--- src/rtl/needle_move_scheduler.sv ---
// Move sequencer for the nand_needle_8bit core: accepts a player or AI move, applies it
// to board memory with a read/clear/write sequence, pulses core_step, then waits to settle.
module needle_move_scheduler #(
  parameter int unsigned SETTLE_CYCLES = 4,
  parameter int unsigned AI_TIMEOUT    = 255
) (
  input  logic       clk,
  input  logic       rst,
  input  logic       player_valid,
  output logic       player_ready,
  input  logic [5:0] player_from,
  input  logic [5:0] player_to,
  input  logic       ai_auto,
  input  logic       core_ai_valid,
  input  logic [5:0] core_ai_from,
  input  logic [5:0] core_ai_to,
  input  logic       core_slip,
  output logic       core_step,
  output logic [5:0] board_addr,
  output logic       board_we,
  output logic [3:0] board_wdata,
  input  logic [3:0] board_rdata,
  input  logic       slip_ack,
  output logic       slip_hold,
  output logic       side_to_move,
  output logic [7:0] move_count,
  output logic       busy,
  output logic       err_illegal
);

  // state    | meaning
  // IDLE     | waiting for a player move or an AI turn
  // READ     | fetch piece on from-square, reject empty or null moves
  // CLEAR    | write empty to from-square
  // WRITE    | write latched piece to to-square
  // STEP     | one-cycle core_step, toggle side, count move
  // SETTLE   | wait SETTLE_CYCLES, watch core_slip
  // AI_WAIT  | waiting for core_ai_valid on an auto black turn
  typedef enum logic [2:0] {
    S_IDLE, S_READ, S_CLEAR, S_WRITE, S_STEP, S_SETTLE, S_AI_WAIT
  } state_e;

  localparam logic [7:0] SETTLE_LOAD = 8'(SETTLE_CYCLES - 1);
  localparam logic [7:0] AI_LOAD     = 8'(AI_TIMEOUT - 1);

  state_e     state_q, state_d;
  logic [5:0] from_q, from_d;
  logic [5:0] to_q, to_d;
  logic [3:0] piece_q, piece_d;
  logic [7:0] settle_cnt_q, settle_cnt_d;
  logic [7:0] ai_cnt_q, ai_cnt_d;
  logic       side_q, side_d;
  logic [7:0] count_q, count_d;
  logic       slip_q, slip_d;
  logic       manual_q, manual_d;
  logic       ready_idle;

  always_ff @(posedge clk or posedge rst) begin
    if (rst) begin
      state_q      <= S_IDLE;
      from_q       <= '0;
      to_q         <= '0;
      piece_q      <= '0;
      settle_cnt_q <= '0;
      ai_cnt_q     <= '0;
      side_q       <= 1'b0;
      count_q      <= '0;
      slip_q       <= 1'b0;
      manual_q     <= 1'b0;
    end else begin
      state_q      <= state_d;
      from_q       <= from_d;
      to_q         <= to_d;
      piece_q      <= piece_d;
      settle_cnt_q <= settle_cnt_d;
      ai_cnt_q     <= ai_cnt_d;
      side_q       <= side_d;
      count_q      <= count_d;
      slip_q       <= slip_d;
      manual_q     <= manual_d;
    end
  end

  // manual_q lets the player move black after the AI timed out on this turn
  assign ready_idle = !slip_q && (!(ai_auto && side_q) || manual_q);

  always_comb begin
    state_d      = state_q;
    from_d       = from_q;
    to_d         = to_q;
    piece_d      = piece_q;
    settle_cnt_d = settle_cnt_q;
    ai_cnt_d     = ai_cnt_q;
    side_d       = side_q;
    count_d      = count_q;
    slip_d       = slip_q;
    manual_d     = manual_q;
    player_ready = 1'b0;
    core_step    = 1'b0;
    board_addr   = '0;
    board_we     = 1'b0;
    board_wdata  = '0;
    err_illegal  = 1'b0;

    unique case (state_q)
      S_IDLE: begin
        player_ready = ready_idle && !rst;
        if (player_valid && ready_idle) begin
          from_d  = player_from;
          to_d    = player_to;
          state_d = S_READ;
        end else if (ai_auto && side_q && !slip_q && !manual_q) begin
          ai_cnt_d = AI_LOAD;
          state_d  = S_AI_WAIT;
        end
      end
      S_AI_WAIT: begin
        if (core_ai_valid) begin
          from_d  = core_ai_from;
          to_d    = core_ai_to;
          state_d = S_READ;
        end else if (ai_cnt_q == 8'd0) begin
          manual_d = 1'b1;
          state_d  = S_IDLE;
        end else begin
          ai_cnt_d = ai_cnt_q - 8'd1;
        end
      end
      S_READ: begin
        board_addr = from_q;
        piece_d    = board_rdata;
        if (board_rdata == 4'd0 || from_q == to_q) begin
          err_illegal = 1'b1;
          state_d     = S_IDLE;
        end else begin
          state_d = S_CLEAR;
        end
      end
      S_CLEAR: begin
        board_addr = from_q;
        board_we   = 1'b1;
        state_d    = S_WRITE;
      end
      S_WRITE: begin
        board_addr  = to_q;
        board_we    = 1'b1;
        board_wdata = piece_q;
        state_d     = S_STEP;
      end
      S_STEP: begin
        core_step    = 1'b1;
        side_d       = !side_q;
        manual_d     = 1'b0;
        settle_cnt_d = SETTLE_LOAD;
        if (count_q != 8'hFF) count_d = count_q + 8'd1;
        state_d = S_SETTLE;
      end
      S_SETTLE: begin
        if (settle_cnt_q == 8'd0) state_d = S_IDLE;
        else settle_cnt_d = settle_cnt_q - 8'd1;
      end
      default: state_d = S_IDLE;
    endcase

    // a slip seen in the same cycle as an ack must not be lost
    if (slip_ack) slip_d = 1'b0;
    if (state_q == S_SETTLE && core_slip) slip_d = 1'b1;
  end

  assign slip_hold    = slip_q;
  assign side_to_move = side_q;
  assign move_count   = count_q;
  assign busy         = (state_q != S_IDLE);

endmodule

--- config.mk ---
export PLATFORM = sky130hd
export DESIGN_NAME = needle_move_scheduler
export DESIGN_NICKNAME = d
export VERILOG_FILES = /design/src/rtl/needle_move_scheduler.sv
export SDC_FILE = /design/constraint.sdc
export NUM_CORES = 1
export LEC_CHECK = 0
export ABC_AREA = 1
export CORE_ASPECT_RATIO = 1.25
export CORE_UTILIZATION = 40
export DETAILED_ROUTE_END_ITERATION = 16
export PLACE_DENSITY = 0.66
export SKIP_CTS_REPAIR_TIMING = 1
export SYNTH_ARGS = -nofsm -noshare
export SYNTH_HDL_FRONTEND = slang
export SYNTH_SLANG_ARGS = --single-unit
--- constraint.sdc ---
create_clock -name clk -period 2.93 [get_ports clk]
set_clock_uncertainty 0.05 [all_clocks]
set_input_delay 0.7325 -clock clk [delete_from_list [all_inputs] [get_ports clk]]
set_output_delay 0.7325 -clock clk [all_outputs]
set_load 0.005 [all_outputs]
# After elaboration in Yosys (flattened, before gate mapping)
# Cells that the tools add are included.
[totals] ff_bits=46 in_bits=35
[classes] addsub=3 n_eq_ne=19 mux=32 reduce_logical=31
[ops] operator="two-way mux 8 bit" count=5
[ops] operator="one-hot mux 6 bit (2 select lines)" count=3
[ops] operator="one-hot mux 8 bit (2 select lines)" count=2
[ops] operator="two-way mux 6 bit" count=4
[ops] operator="one-hot mux 3 bit (7 select lines)" count=1
[ops] operator="inequality test 2 bit (second input constant)" count=9
[ops] operator="zero test 8 bit" count=2
[ops] operator="subtractor 8 x 1 -> 8 bit (second input constant)" count=2
[ops] operator="two-way mux 3 bit" count=5
[ops] operator="equality test 3 bit (second input constant)" count=3
[ops] operator="two-way mux 1 bit" count=9
[ops] operator="AND reduction 3 bit" count=3
[ops] operator="adder 8 x 1 -> 8 bit (second input constant)" count=1
[ops] operator="inequality test 8 bit (second input constant)" count=1
[ops] operator="nonzero test 2 bit" count=4
[ops] operator="logical AND 1 bit" count=7
[ops] operator="equality test 3 x 2 -> 1 bit (second input constant)" count=2
[ops] operator="equality test 6 bit" count=1
[ops] operator="inequality test 3 bit (second input constant)" count=2
[ops] operator="zero test 1 bit" count=5
[ops] operator="AND reduction 5 bit" count=1
[ops] operator="zero test 4 bit" count=1
[ops] operator="two-way mux 4 bit" count=1
[ops] operator="AND reduction 2 bit" count=2
[ops] operator="7 further kinds" count=9

# Depth between registers and ports, before layout
[depth] depth_word=7 depth_mapped=11

# Worst setup path before layout
# OpenSTA, ideal clock, no wires.
[synth_timing] path_kind="input to output" startpoint="input port rst" endpoint="output port player_ready" arrival_ps=2005 required_time_ps=2148 slack_ps=143 stages=3 n_path_buf=0 path_cell_list="inv_1 -> nand3_1 -> nor2_1"
[synth_via] elab_chain_cells=3
[synth_lines] element="start: declaration" line_no="8" source="input logic rst,"
[synth_lines] element="zero test 1 bit" line_no="107" source="player_ready = ready_idle && !rst;"
[synth_lines] element="logical AND 1 bit" line_no="107"
[synth_lines] element="two-way mux 1 bit" line_no="105" source="unique case (state_q)"
[synth_lines] element="end: declaration" line_no="10" source="output logic player_ready,"
# Every way passes these cells.

# Worst setup path after layout
[layout_timing] startpoint="input port board_rdata[3]" endpoint="output port err_illegal"
[layout_via] elab_chain_cells=4
[layout_lines] element="start: declaration" line_no="22" source="input logic [3:0] board_rdata,"
[layout_lines] element="zero test 4 bit" line_no="132" source="if (board_rdata == 4'd0 || from_q == to_q) begin"
[layout_lines] element="logical OR 1 bit" line_no="132"
[layout_lines] element="two-way mux 1 bit" line_no="132"
[layout_lines] element="two-way mux 1 bit" line_no="105"
[layout_lines] element="end: declaration" line_no="28" source="output logic err_illegal"
# Every way passes these cells.

==> results.toml <==
[status]
status = "finished clean"

[grt]
grt_first_pass_wirelength_mm = 9.80
grt_pass1_vias = 2275
grt_overflow_total = 0
grt_use_total = 0.178
antenna_found_initial = 0
grt_max_degree = 47

[yosys]
ys_types = 31
yosysWarnings = 0
synth_fp_nets = 410
ys_seq_area_frac = 0.424
syn-cell-area_um2 = 2720
synth.ff_latch_count = 46
avgSynthCellArea_um2 = 7.34
synth_top_cell_by_area = "dfrtp_1"
synth_area_leaders = "dfrtp_1 (42%), nand2_1 (15%), nor2_1 (6.9%)"
synth_top_area_frac = 0.424
synthCells = 370

[drt]
drt_iter0_drc = 104
vias = 2494
drt_first_pass_iters = 4
wl_per_cell_um = 11.4
wirelength_mm = 5.93
drc = 0
postRouteAntennaNets = 0
via_per_inst = 4.80

[clocking]
cts_tree = "done"
h-tree-depth = 2
cts_sinks = 46
insertion_delay_ps = 300
numCtsBuffers = 5
clock_path_buffers = 2
cts_root_buf = "clkbuf_8"
path_clk_slew_ps = 80

[finish]
nets = 472
syn_to_final_growth_pct = 29.1
drive_gt1_frac = 0.0855
antenna_cells = 0
stdcell_count = 520

[power]
p_leak_nw = 1.70
p_clk_frac = 0.136
internal_power_mw = 1.95
power_density_nw_per_um2 = 975
p_seq_frac = 0.333
power_frac_comb = 0.530
p_switching_mw = 1.47
power.total_mw = 3.42
power_switching_share = 0.430
peakVddDrop_uv = 369

[placed_design]
place.gp.congestion = 0.816
post-dp-hpwl_mm = 4.54
io_buffers = 59
placed_cells = 512

[timing]
rsz0062_at_grt = "false"
post-route-min-period_ps = 2780
fin_tns_setup_ps = 0
fmax_mhz = 360
slew_headroom = 0.600
hold_violations = 0
worst_pin_slew_ps = 599
fin_crit_sh = 0.948
fin_hold_ws_ps = 445
finalMaxSlewViolations = 0
setup_viol = 0

[floorplanning]
rows = 33
die_area_um2 = 7120
io_pins = 60
floorplan.die.height_um = 94.1
die_w_um = 75.7
initial_core_util = 0.414
core_um2 = 6570

[setup_path]
start_kind = "input pin"
critPathMaxFanout = 2
required_ps = 2150
endpoint_kind = "output pin"
cp.arrival_ps = 2000
crit_type = "in2out"

[hold_path]
hp-class = "reg2reg"

[run]
drv_cap = 0
[metrics by stage]
stage	utilization	worst slack, ps	area, um^2
after floorplan	-	143	2720
after global placement	0.516	174	3390
after detailed placement	0.516	148	3390
after CTS	0.532	20.9	3490
after global routing	0.534	47.6	3510
final	0.534	152	3510
[Yosys cell counts]
cell      number
nor2_2         1
o21ai_2        8
inv_1         46
nor3_2         1
a21oi_1        6
inv_2          6
clkbuf_1       1
a31oi_1       12
nand2_1      111
nand2_2        4
buf_2          3
nor3b_1        2
xor2_1         7
nor2_4         1
nor3_1         3
o21ai_0       14
nor2_1        50
buf_4          1
dfrtp_1       46
nand3_2        1
ha_1           5
nor4_1         1
nand4_1        4
nand3_1       18
o21ai_1        2
xnor2_1        5
o22ai_1        6
nand3_4        1
buf_6          2
nand3b_1       1
nor3_4         1
[power by group through the flow]
stage	registers, mW	logic, mW	clock network [mW]
floorplan	1.10	1.28	0
global placement	1.14	1.79	0
detailed placement	1.15	1.82	0
CTS	1.14	1.83	0.482
global route	1.18	2.08	0.507
finish	1.14	1.81	0.465
[state kept, by name, indices dropped and copies added, names as in the netlist]
register	flops
move_count	8
ai_cnt_q	8
side_to_move	1
from_q	6
settle_cnt_q	8
to_q	6
manual_q	1
state_q	3
piece_q	4
slip_hold	1
[worst max-delay path: stages]
cell and delay [ps]:
clkdlybuf4s50_1 420, nor2_1 120, nand2_1 70, a21oi_1 140, clkdlybuf4s50_1 510
[layout by cell type (no fill, tap or decap), types with 3 or more instances in the layout]
cell and instances:
nand2_1 111, clkdlybuf4s50_1 59, nor2_1 50, inv_1 45, dfrtp_1 45, nand3_1 17
o21ai_0 14, a31oi_1 12, o21ai_2 8, inv_2 7, xor2_1 7, a21oi_1 6
o22ai_1 6, xnor2_1 5, ha_1 5, clkbuf_8 5, nand2_2 4, nand4_1 4
buf_4 3
[path summary, 6_finish.rpt]
path,end,from,cells past startpoint,slack [ps]
max in group asynchronous,state_q[1]$_DFFE_PP0P_,rst,3,1490
hold reg to reg,ai_cnt_q[1]$_DFFE_PP0P_,ai_cnt_q[1]$_DFFE_PP0P_,2,450
setup / recovery,err_illegal,board_rdata[3],5,150
min in group asynchronous,settle_cnt_q[6]$_DFFE_PP0P_,rst,3,890
setup reg to reg,ai_cnt_q[1]$_DFFE_PP0P_,state_q[0]$_DFFE_PP0P_,8,1030
hold / removal,ai_cnt_q[1]$_DFFE_PP0P_,ai_cnt_q[1]$_DFFE_PP0P_,2,450
[layout make-up]
class	count	area (um^2)
multi-input cells	265	1330
flip-flops and latches	46	1150
clock buffers	7	76.3
well taps	87	109
inverters	52	195
fillers	638	3060
repair buffers	62	613
clock inverters	1	30.0
[routing by layer]
layer  part of all wire  global-route usage  vias to the layer above
li1                   -                   -                     1285
met1               0.43               0.198                     1164
met2               0.54               0.332                       43
met3              0.027              0.0343                        2
met4             0.0059              0.0556                        0
met5                  0                   0                        -
[cells by family (layout without fill, tap and decap cells)]
logic type      count (synthesis)  in the layout  share of synthesized area
simple gates                  200            200                      0.317
buf+inv                        59            122                     0.0899
fa+ha+maj                       5              5                     0.0230
xor+xnor                       12             12                     0.0387
compound gates                 48             48                      0.108
flops                          46             46                      0.424
Power figures use the tool's default switching activity.
